[src/rtl/execute_divider_iter.sv]
// rtl/execute_divider_iter.sv - iterative restoring divider for DIV/DIVU/REM/REMU, UNROLL bits per cycle
module execute_divider_iter #(
  parameter int XLEN   = 32,
  parameter int UNROLL = 1
) (
  input  logic            clock,
  input  logic            reset,
  input  logic            enable,
  input  logic [1:0]      op,
  input  logic [XLEN-1:0] rdata1,
  input  logic [XLEN-1:0] rdata2,
  input  logic            clear,
  output logic [XLEN-1:0] result,
  output logic            ready,
  output logic            busy
);

  localparam int ITER = XLEN / UNROLL;
  localparam int CW   = $clog2(XLEN + 1);
  localparam logic [XLEN-1:0] MIN = {1'b1, {(XLEN-1){1'b0}}};

  if ((XLEN != 32 && XLEN != 64) ||
      (UNROLL != 1 && UNROLL != 2 && UNROLL != 4 && UNROLL != 8) ||
      (XLEN % UNROLL != 0)) begin : g_bad_params
    $error("execute_divider_iter: illegal XLEN/UNROLL combination");
  end

  typedef enum logic [1:0] {IDLE, RUN, DONE} state_t;
  state_t state_q, state_n;

  logic            rem_sel_q;
  logic            neg_q_q, neg_r_q;
  logic [XLEN-1:0] dvs_q, quo_q;
  logic [XLEN:0]   rem_q;
  logic [CW-1:0]   cnt_q;

  // Operand decode in IDLE: magnitudes, result signs and early-out detection
  logic            is_signed_in, a_neg, b_neg, div_zero, overflow, special, start;
  logic [XLEN-1:0] a_abs, b_abs, special_res;

  always_comb begin
    is_signed_in = ~op[0];
    a_neg        = is_signed_in & rdata1[XLEN-1];
    b_neg        = is_signed_in & rdata2[XLEN-1];
    a_abs        = a_neg ? -rdata1 : rdata1;
    b_abs        = b_neg ? -rdata2 : rdata2;
    div_zero     = (rdata2 == '0);
    overflow     = is_signed_in && (rdata1 == MIN) && (rdata2 == '1);
    special      = div_zero | overflow;
    start        = (state_q == IDLE) && enable && !clear;
    if (div_zero) special_res = op[1] ? rdata1 : '1;
    else          special_res = op[1] ? '0 : MIN;
  end

  // UNROLL restoring steps: shift the next dividend bit in, subtract if it fits
  logic [XLEN:0]   rem_n, trial;
  logic [XLEN-1:0] quo_n, q_fin, r_fin, normal_res;

  always_comb begin
    rem_n = rem_q;
    quo_n = quo_q;
    trial = '0;
    for (int i = 0; i < UNROLL; i++) begin
      trial = {rem_n[XLEN-1:0], quo_n[XLEN-1]};
      quo_n = {quo_n[XLEN-2:0], 1'b0};
      if (trial >= {1'b0, dvs_q}) begin
        rem_n    = trial - {1'b0, dvs_q};
        quo_n[0] = 1'b1;
      end else begin
        rem_n = trial;
      end
    end
    q_fin      = neg_q_q ? -quo_n : quo_n;
    r_fin      = neg_r_q ? -rem_n[XLEN-1:0] : rem_n[XLEN-1:0];
    normal_res = rem_sel_q ? r_fin : q_fin;
  end

  logic unused_rem_msb;
  assign unused_rem_msb = rem_q[XLEN];

  always_ff @(posedge clock) begin
    if (!reset) state_q <= IDLE;
    else        state_q <= state_n;
  end

  always_comb begin
    state_n = state_q;
    case (state_q)
      IDLE:    if (enable && !clear) state_n = special ? DONE : RUN;
      RUN:     if (clear)                 state_n = IDLE;
               else if (cnt_q == CW'(1))  state_n = DONE;
      DONE:    state_n = IDLE;
      default: state_n = IDLE;
    endcase
  end

  always_comb begin
    ready = (state_q == DONE) && !clear;
    busy  = (state_q == RUN) || (state_q == DONE);
  end

  always_ff @(posedge clock) begin
    if (!reset) begin
      rem_sel_q <= 1'b0;
      neg_q_q   <= 1'b0;
      neg_r_q   <= 1'b0;
      dvs_q     <= '0;
      quo_q     <= '0;
      rem_q     <= '0;
      cnt_q     <= '0;
      result    <= '0;
    end else begin
      if (start) begin
        rem_sel_q <= op[1];
        neg_q_q   <= a_neg ^ b_neg;
        neg_r_q   <= a_neg;
        dvs_q     <= b_abs;
        quo_q     <= a_abs;
        rem_q     <= '0;
        cnt_q     <= CW'(ITER);
        if (special) result <= special_res;
      end else if (state_q == RUN) begin
        rem_q <= rem_n;
        quo_q <= quo_n;
        cnt_q <= cnt_q - CW'(1);
        if (!clear && cnt_q == CW'(1)) result <= normal_res;
      end
    end
  end

endmodule

[config.mk]
export PLATFORM = sky130hd
export DESIGN_NAME = execute_divider_iter
export DESIGN_NICKNAME = d
export VERILOG_FILES = /design/src/rtl/execute_divider_iter.sv
export SDC_FILE = /design/constraint.sdc
export NUM_CORES = 1
export LEC_CHECK = 0
export CAP_MARGIN = 20
export CELL_PAD_IN_SITES_DETAIL_PLACEMENT = 0
export CELL_PAD_IN_SITES_GLOBAL_PLACEMENT = 1
export CORE_ASPECT_RATIO = 0.9
export CORE_MARGIN = 1.5
export CORE_UTILIZATION = 39
export DETAILED_ROUTE_END_ITERATION = 7
export PLACE_DENSITY = 0.81
export SETUP_SLACK_MARGIN = 0.02
export SLEW_MARGIN = 20
export SYNTH_ARGS = -nofsm -noshare
export SYNTH_HDL_FRONTEND = slang
export SYNTH_SLANG_ARGS = --single-unit
[constraint.sdc]
create_clock -name clock -period 5.1 [get_ports clock]
set_input_delay 0.765 -clock clock [delete_from_list [all_inputs] [get_ports clock]]
set_output_delay 0.765 -clock clock [all_outputs]
set_load 0.05 [all_outputs]
; Word level (Yosys, flattened, before mapping)
; Index checks and enable logic that the tools add are counted.
[word_totals]
reg_bits = 139
inputBits = 70
output_inout_bits = 34
elab_cells = 70
[classes]
n_addsub = 6
order_cmp = 1
n_eq_ne = 8
mux = 23
bitwise_logic = 6
reduce_logical = 16
[op_table]
columns = cell, n
row1 = 32-bit two-way mux, 15
row2 = 32-bit negation, 4
row3 = "32-bit equality test, second input constant", 2
row4 = 33-bit by 32-bit >= comparator with 1-bit output, 1
row5 = 32-bit zero test, 1
row6 = 32-bit subtractor, 1
row7 = 6-bit two-way mux, 2
row8 = 2-bit two-way mux, 4
row9 = 1-bit logical AND, 7
row10 = "6-bit by 1-bit equality test with 1-bit output, second input constant", 1
row11 = "6-bit by 1-bit subtractor with 6-bit output, second input constant", 1
row12 = 2-bit case mux with 2 select lines, 1
row13 = 2-bit nonzero test, 2
row14 = "3-bit != test, second input constant", 1
row15 = 3-bit AND reduction, 1
row16 = 1-bit AND, 2
row17 = "2-bit by 1-bit equality test with 1-bit output, second input constant", 1
row18 = "2-bit equality test, second input constant", 1
row19 = 2-bit zero test, 1
row20 = "2-bit by 1-bit != test with 1-bit output, second input constant", 1
row21 = "2-bit != test, second input constant", 1
row22 = 1-bit inverter, 2
row23 = 2-bit AND reduction, 1
row24 = 2-bit OR reduction, 1
row25 = 5 further kinds, 5

; Depth between registers and ports, before layout
[logic_depth]
depth_word = 8
depth_mapped = 24
ltp_nobuf = 19

; Least setup slack after synthesis
; OpenSTA, ideal clock, no wires.
[synth_timing]
kind = register to register
start = reg dvs_q[16]
end = reg result[26]
t_arrival_ns = 5.256
required_ns = 4.980
setup_slack_ns = -0.276
path_stages_with_launch = 25
n_path_buf = 6
cell_sequence = dfxtp_1 > inv_1 > ha_1 > clkbuf_1 > a21o_1 > a31oi_1 > a21boi_0 > a311o_1 > nand2_4 > inv_1 > buf_2 > clkbuf_1 > clkbuf_1 > clkbuf_1 > ha_1 > nand3_1 > or2_2 > clkbuf_1 > or2_2 > or4_1 > o21ai_0 > xor2_1 > o22ai_1 > a21oi_1 > a21oi_1
[synth_via]
elab_chain_len = 8
elab_cells_between_ends = 12
cone_classes = add/sub: 3 / order compare: 1 / mux: 8
[synth_lines]
columns = element, line_no
row1 = from (decl), 33  ; logic [XLEN-1:0] dvs_q, quo_q;
row2 = from (signal assigned), 117  ; dvs_q <= b_abs;
row3 = 32-bit subtractor / 33-bit by 32-bit >= comparator with 1-bit output (equally long branches), "67, 66"
row4 = 32-bit two-way mux / 1-bit two-way mux (equally long branches), 66  ; if (trial >= {1'b0, dvs_q}) begin
row5 = 32-bit negation (on tied branches), "74, 73"
row6 = 32-bit two-way mux (on tied branches), "74, 73"
row7 = 32-bit two-way mux *, 75  ; normal_res = rem_sel_q ? r_fin : q_fin;
row8 = 32-bit two-way mux *, 126  ; if (!clear && cnt_q == CW'(1)) result <= normal_res;
row9 = 32-bit two-way mux *, 122  ; end else if (state_q == RUN) begin
row10 = 32-bit two-way mux *, 113  ; if (start) begin
row11 = to (signal assigned), 121  ; if (special) result <= special_res;
row12 = to (signal assigned), 126
row13 = to (decl), 13  ; output logic [XLEN-1:0] result,
; Mark *: on every way between the ends. The rest lies on a longest branch, timed or not. The select of a mux whose other input is x is not followed.
; A chain may end at the register's enable or synchronous reset.

; Worst setup path after layout
[layout_timing]
start = reg rem_q[1]
end = reg result[28]
[layout_via]
elab_chain_len = 8
elab_cells_between_ends = 12
cone_classes = add/sub: 3 / order compare: 1 / mux: 8
[layout_lines]
columns = element, line_no
row1 = from (decl), 34  ; logic [XLEN:0] rem_q;
row2 = from (signal assigned), 123  ; rem_q <= rem_n;
row3 = 32-bit subtractor / 33-bit by 32-bit >= comparator with 1-bit output (equally long branches), "67, 66"
row4 = 32-bit two-way mux / 1-bit two-way mux (equally long branches), 66
row5 = 32-bit negation (on tied branches), "74, 73"
row6 = 32-bit two-way mux (on tied branches), "74, 73"
row7 = 32-bit two-way mux *, 75
row8 = 32-bit two-way mux *, 126
row9 = 32-bit two-way mux *, 122
row10 = 32-bit two-way mux *, 113
; Marks and branches as above.

==> impl_metrics.toml <==
[run_status]
run_status = "completed"

[cells_and_area]
flow.area_growth_from_synthesis_pct = 19.2
final_cell_mix = "sky130_fd_sc_hd__nor2_1 (182), sky130_fd_sc_hd__dfxtp_1 (139), sky130_fd_sc_hd__nand2_1 (131), sky130_fd_sc_hd__o21ai_0 (118)"
n_fill_cell = 2946
final_nets = 1741
num_antenna_cells = 0
layout_commonest_cell = "sky130_fd_sc_hd__nor2_1"
layout-drive-gt1-share_pct = 7.62
layout.cells.non_filler = 2037

[sta]
final-setup-viol-count = 0
worst_slew_pin_slew_ns = 0.876
finalMaxSlewViolations = 0
final_hold_viol_count = 0
final_worst_path_cycle_share_pct = 94.0
finalSetupTns_ns = 0
max_freq_ghz = 0.209
timing.final.crit_period_ns = 4.80
clock_skew_ns = 0.0117
slew-limit-headroom_pct = 41.5

[global_route]
grt_antenna_before_repair = 0
first_global_vias = 11100
first_pass_grt_wire_length_mm = 64.6
maximum_number_of_pins_on_one_net_before_global_route_repair = 63
groute.usage.overall_pct = 27.5
final_global_route_overflow_total = 0

[synth]
syn-num-nets = 1665
synthDominantCellAreaShare_pct = 24.3
netlist_area_um2 = 11400
synth_warnings = 0
netlist.top_cell.by_area = "sky130_fd_sc_hd__dfxtp_1"
syn_inst = 1552
post_synth.cell_area_avg_um2 = 7.37
synth_edf_count = 0
asyncSetResetFlopFracSynth_pct = 0
synth-seq-cells = 139
ys.flop_type = "sky130_fd_sc_hd__dfxtp_1"
yosysUniqueCellTypes = 86
synth.top_cells.by_area = "sky130_fd_sc_hd__dfxtp_1 (24%), sky130_fd_sc_hd__nor2_1 (6.0%), sky130_fd_sc_hd__a211oi_1 (5.8%)"
seq_total_area_yosys_pct = 24.3

[critical_path]
worstSetupPathType = "reg -> reg"
timing.critical_path.from_type = "flip-flop"
worst_ep_required_time_ns = 5.39
timing.critical_path.arrival_ns = 5.09
timing.critical_path.fanout_max = 10
timing.critical_path.to_type = "flip-flop"

[placed_design]
gp_routability_congestion = 0.945
place_inst = 2005
place_hpwl_mm = 32.1
port_buffers = 103

[drt]
wl_per_cell_um = 20.4
detail_route.vias_per_cell = 5.95
detail_route.drc_violations = 0
first_pass_iters = 5
route.final.wire_length_mm = 41.6
detailroute.via_count = 12100
post_route_antenna_net_violation_count = 0
dr.first_iter.drc_count = 1198

[pwr]
leakage_nw = 4.89
power.net_switching_w = 0.00223
pwr_density_cell_nw_per_um2 = 367
power.share.sequential_pct = 25.1
design_power_total_w = 0.00500
vdd_ir_drop_max_v = 0.000245
share_clk_of_total_power_pct = 25.9
p_int_w = 0.00278
power.switching_fraction_pct = 44.5
comb_power_share_pct = 49.1

[floorplan]
placementRows = 59
effective_utilization_at_floorplan_pct = 39.6
die_height_um = 165
design.portCount = 104
die_area_um2 = 30400
dieWidth_um = 183
fp.coreArea_um2 = 28900

[clock_network]
clkTransAtPathRegs_ns = 0.07
cts_root_buffer = "sky130_fd_sc_hd__clkbuf_16"
insertion_delay_ns = 0.43
clock_path_buffers = 2
cts_h_tree_lvls = 4
cts_tree = "yes"
cts_sinks = 139
number_of_cts_inserted_buffers = 17

[run]
max-cap-violations = 0

[hold_path]
min-delay-path-class = "reg -> reg"
==> worst paths after layout <==
check                                 from          to  slack, ns  depth (start not counted)
worst min-delay path            result[12]  result[12]       0.45                          2
worst min register to register  result[12]  result[12]       0.45                          2
worst max-delay path              rem_q[1]  result[28]       0.30                         16
worst max register to register    rem_q[1]  result[28]       0.30                         16
==> flip-flops by register name, indices dropped and copies added, names as in the netlist <==
signal / flops
quo_q: 32
rem_sel_q: 1
rem_q: 32
neg_r_q: 1
result: 32
dvs_q: 32
state_q: 2
neg_q_q: 1
cnt_q: 6
==> per-layer routing <==
layer	vias up	share of wire [%]	wire length (um)	track usage, %
met1	5744	48	20100	39.6
met5	-	0	0	0
met4	0	1.9	798	7.15
li1	5859	-	-	-
met3	42	7.4	3090	4.98
met2	473	42	17600	41.9
==> cells in the mapped netlist, types with 5 or more instances <==
cell type	number
sky130_fd_sc_hd__a21boi_0	7
sky130_fd_sc_hd__nor4_1	25
sky130_fd_sc_hd__nand2b_1	10
sky130_fd_sc_hd__clkbuf_1	83
sky130_fd_sc_hd__a211oi_1	89
sky130_fd_sc_hd__ha_1	42
sky130_fd_sc_hd__and4_1	6
sky130_fd_sc_hd__or4_1	9
sky130_fd_sc_hd__or2_2	10
sky130_fd_sc_hd__mux2i_1	40
sky130_fd_sc_hd__nand3b_1	5
sky130_fd_sc_hd__o211ai_1	15
sky130_fd_sc_hd__a211o_1	6
sky130_fd_sc_hd__nand2_1	131
sky130_fd_sc_hd__nor3_1	40
sky130_fd_sc_hd__o31ai_1	31
sky130_fd_sc_hd__a21o_1	16
sky130_fd_sc_hd__nand3_1	19
sky130_fd_sc_hd__xor2_1	67
sky130_fd_sc_hd__dfxtp_1	139
sky130_fd_sc_hd__buf_1	10
sky130_fd_sc_hd__buf_2	5
sky130_fd_sc_hd__o21a_1	9
sky130_fd_sc_hd__nor2b_1	13
sky130_fd_sc_hd__o2111ai_1	5
sky130_fd_sc_hd__inv_1	60
sky130_fd_sc_hd__nand4_1	26
sky130_fd_sc_hd__nor2_1	183
sky130_fd_sc_hd__a221oi_1	7
sky130_fd_sc_hd__a31oi_1	11
sky130_fd_sc_hd__a311oi_1	13
sky130_fd_sc_hd__a21oi_1	103
sky130_fd_sc_hd__and2_1	7
sky130_fd_sc_hd__xnor2_1	66
sky130_fd_sc_hd__o41ai_1	11
sky130_fd_sc_hd__or3_1	21
sky130_fd_sc_hd__and3_1	11
sky130_fd_sc_hd__o21ai_0	119
==> worst max-delay path: stages (launching register included) <==
cell and delay (ns):
sky130_fd_sc_hd__dfxtp_1 0.38, sky130_fd_sc_hd__ha_1 0.50, sky130_fd_sc_hd__o211a_1 0.19, sky130_fd_sc_hd__a21boi_1 0.33, sky130_fd_sc_hd__o21ai_1 0.22, sky130_fd_sc_hd__a311o_2 0.50, sky130_fd_sc_hd__nand2_4 0.19, sky130_fd_sc_hd__mux2i_4 0.30
sky130_fd_sc_hd__ha_1 0.20, sky130_fd_sc_hd__inv_1 0.11, sky130_fd_sc_hd__nor3_1 0.21, sky130_fd_sc_hd__mux2_2 0.25, sky130_fd_sc_hd__nand3_1 0.17, sky130_fd_sc_hd__or2_2 0.40, sky130_fd_sc_hd__o311a_1 0.35, sky130_fd_sc_hd__o21ai_0 0.20
sky130_fd_sc_hd__a41oi_1 0.14
==> what timing repair did <==
item                                    in CTS  in global routing
hold buffers                                 0                  0
endpoints found under the setup margin       0                 10
gates resized for setup                      0                 12
buffers inserted                             0                  0
==> cells by family after synthesis <==
kind of cell               share of synthesized area [%]
and+or+nand+nor                                     22.8
AOI/OAI and AO/OA                                   28.5
buffers and inverters                               5.56
DFF                                                 24.3
xor gates and xnor gates                            10.2
muxes                                               3.80
adders and majority gates                           4.77
==> through the flow <==
step | hold WS, ns | instance area (um2) | util, % | setup slack [ns]
floorplan | 0.441 | 11400 | - | 0.0214
finish | 0.450 | 13600 | 47.2 | 0.304
CTS | 0.457 | 13600 | 47.0 | 0.0654
global placement | 0.432 | 13000 | 45.0 | 0.224
detailed placement | 0.449 | 13000 | 45.0 | 0.0887
global route | 0.482 | 13600 | 47.2 | -0.0254
==> power groups by stage <==
stage,clock (W),sequential (W),combinational (W)
after floorplan,0,0.00124,0.00162
after global placement,0,0.00127,0.00236
after detailed placement,0,0.00127,0.00236
after CTS,0.00131,0.00125,0.00237
after global routing,0.00135,0.00126,0.00266
final,0.00129,0.00125,0.00245
==> final cells by class <==
cell class,count,area (um2),area share [%]
multi-input combinational,1251,8090,59.3
sequential,139,2780,20.4
tap,396,495,3.64
clock inverter,14,160,1.18
inverter,61,229,1.68
clock buffer,18,429,3.15
timing repair buffer,158,1440,10.6
Note: power is estimated with default switching activity, not from simulation.
==> edit (same flow settings) <==
The 3 states of `state_t` get a one-hot encoding in 3 bits.
--- a/src/rtl/execute_divider_iter.sv
+++ b/src/rtl/execute_divider_iter.sv
@@ -27,3 +27,3 @@
 
-  typedef enum logic [1:0] {IDLE, RUN, DONE} state_t;
+  typedef enum logic [2:0] {IDLE = 3'b001, RUN = 3'b010, DONE = 3'b100} state_t;
   state_t state_q, state_n;
Behaviour: no difference found for any inputs over 10 cycles, from zero or initial values and one cycle with reset low; not proved beyond that.
==> edit against the original RTL <==
Total power shrank 26%. Sequential power shrank 3%. First-iteration DRC count grew 22%. Sequential cell count grew 1. Combinational power shrank 49%. Clock power shrank 3%. Routed wire length grew 3.1%. Final area shrank 1.5%. Synthesized cell count grew 0.64%. Worst setup slack gained 130 ps. Non-clock buffer count shrank 17. Sequential share of layout area grew 0.46 points. Synthesized area shrank 0.14%. Clock skew grew 6.0 ps. Largest power group is now the clock network. Highest routed layer unchanged.
==> edit: results (changes against the original RTL) <==
Routing
  – Final WL: 42900 um (+3.1%)
  – DR pass1 iterations: 6 (+1)
  – Initial DRC Count: 1456 (+22%)
  – DR vias: 12200 (+0.81%)

Critical path
  – Worst path arrival time: 4980 ps (-110 ps)
  – CP max FO: 13 (+3)
  – Worst Reg-to-Reg Cells: 17 (+1)

Clock network
  – Worst-path clk slew: 70 ps (about the same)
  – Clock Tree Root: clkbuf_16

Synth
  – Synth area leaders: dfxtp_1 25%, nor2_1 6.3%, nand2_1 6.2%
  – Library cells used by synthesis: 87 (+1.2%)
  – Synth Flop Type: dfxtp_1
  – Top cells by count, synth: 191 x nor2_1, 188 x nand2_1, 140 x dfxtp_1
  – Adder-cell share of the synthesized area: 4.45% (-0.32 points)
  – Top-area cell type share of the netlist area: 24.5% (+0.21 points)
  – Synth Area in XOR/XNOR: 10.3% (+0.091 points)
  – Multiplexer share of the synthesized area: 2.68% (-1.1 points)
  – Largest family of logic cells by synthesized area: compound AO/OA/AOI/OAI gates
  – Synth Area in Compound Gates: 27.7% (-0.84 points)
  – Sequential share of the synthesized area: 24.5% (+0.21 points)

STA
  – Clock skew: 17.7 ps (+5.99 ps)
  – Setup tns final: 0 ps (unchanged)
  – Slew @ Worst Pin: 903 ps (+27.6 ps)

Pwr
  – LEAKAGE: 4.81 nW (-1.7%)
  – Psw: 0.00141 W (-37%)
  – Maximum VDD drop: 235 uV (-4.0%)

Placed design
  – Dpl hpwl: 32800 um (+2.3%)
  – Gpl congestion: 0.923 (-2.3%)
  – Post-place setup slack: 201 ps (+112 ps)

Global route
  – Vias in the first global route: 11000 (-1.1%)
  – Largest net degree at the start of global routing: 81 (+29%)
  – GRT Util Overall: 28.3% (+0.76 points)
  – First-pass GRT wire length: 65900 um (+2.0%)

Finish
  – Share of layout cells above drive strength 1: 6.61% (-1.0 points)
  – Net count, final: 1731 (-0.57%)

Outcome
  – Status: finished clean
## edit: cell type report
cell class | count | area, um^2
fillers | 2914 | 15400
multi-input cells | 1261 | 8000
flip-flops and latches | 140 | 2800
repair buffers | 141 | 1330
well taps | 396 | 495
clock buffers | 18 | 439
inverters | 60 | 225
clock inverters | 14 | 134
## edit: power by group through the flow
stage               Sequential (W)  Combinational (W)  Clock, W
finish                     0.00121            0.00124   0.00125
CTS                        0.00121            0.00121   0.00126
detailed placement         0.00123            0.00121         0
floorplan                  0.00126           0.000764         0
global route               0.00122            0.00134   0.00131
global placement           0.00123            0.00121         0
## edit: cells by family after synthesis
kind of cell / after synthesis
mux: 30
xor+xnor: 134
fa+ha+maj: 40
flops: 140
buf+inv: 161
compound gates: 461
simple gates: 596
## edit: path summary, 6_finish.rpt
kind         slack [ps]      start         end
max                 440  dvs_q[24]  result[26]
min                 440  result[3]   result[3]
max reg2reg         440  dvs_q[24]  result[26]
min reg2reg         440  result[3]   result[3]
## edit: worst max-delay path, stage by stage (launching register included)
cell and delay [ps]:
dfxtp_1 330, inv_1 50, ha_1 430, a21oi_1 290, o21ai_0 170, a21oi_1 320, o221ai_1 280, or2_4 370
buf_4 190, inv_2 150, ha_1 250, nand4_1 210, or4_1 500, o21ai_0 220, xnor2_1 100, a211oi_1 410
o21ai_1 130, o311a_1 150
## edit: metrics by stage
| stage | cell area, um^2 | total power, W | cells | hold WS [ps] |
|---|---|---|---|---|
| 5_1_grt | 13400 | 0.00387 | 2030 | 457 |
| 3_5_place_dp | 12800 | 0.00244 | 1998 | 437 |
| 4_1_cts | 13400 | 0.00369 | 2030 | 447 |
| 3_3_place_gp | 12800 | 0.00244 | 1998 | 430 |
| 6_report | 13400 | 0.00370 | 2030 | 442 |
| 2_1_floorplan | 11400 | 0.00202 | 1562 | 432 |
## edit: repair_timing
| item | CTS | global route |
|---|---|---|
| hold buffers | 0 | 0 |
| endpoints found under the hold margin | 0 | 0 |
| gates resized for setup | 0 | 4 |
| setup endpoints to repair | 0 | 10 |
## edit: layer usage
metal	global-route usage, %	vias to the layer above	wire (um)
li1	-	5836	-
met1	42.3	5793	20700
met2	41.0	520	17800
met3	5.33	67	3530
met4	7.15	0	873
met5	0	-	0
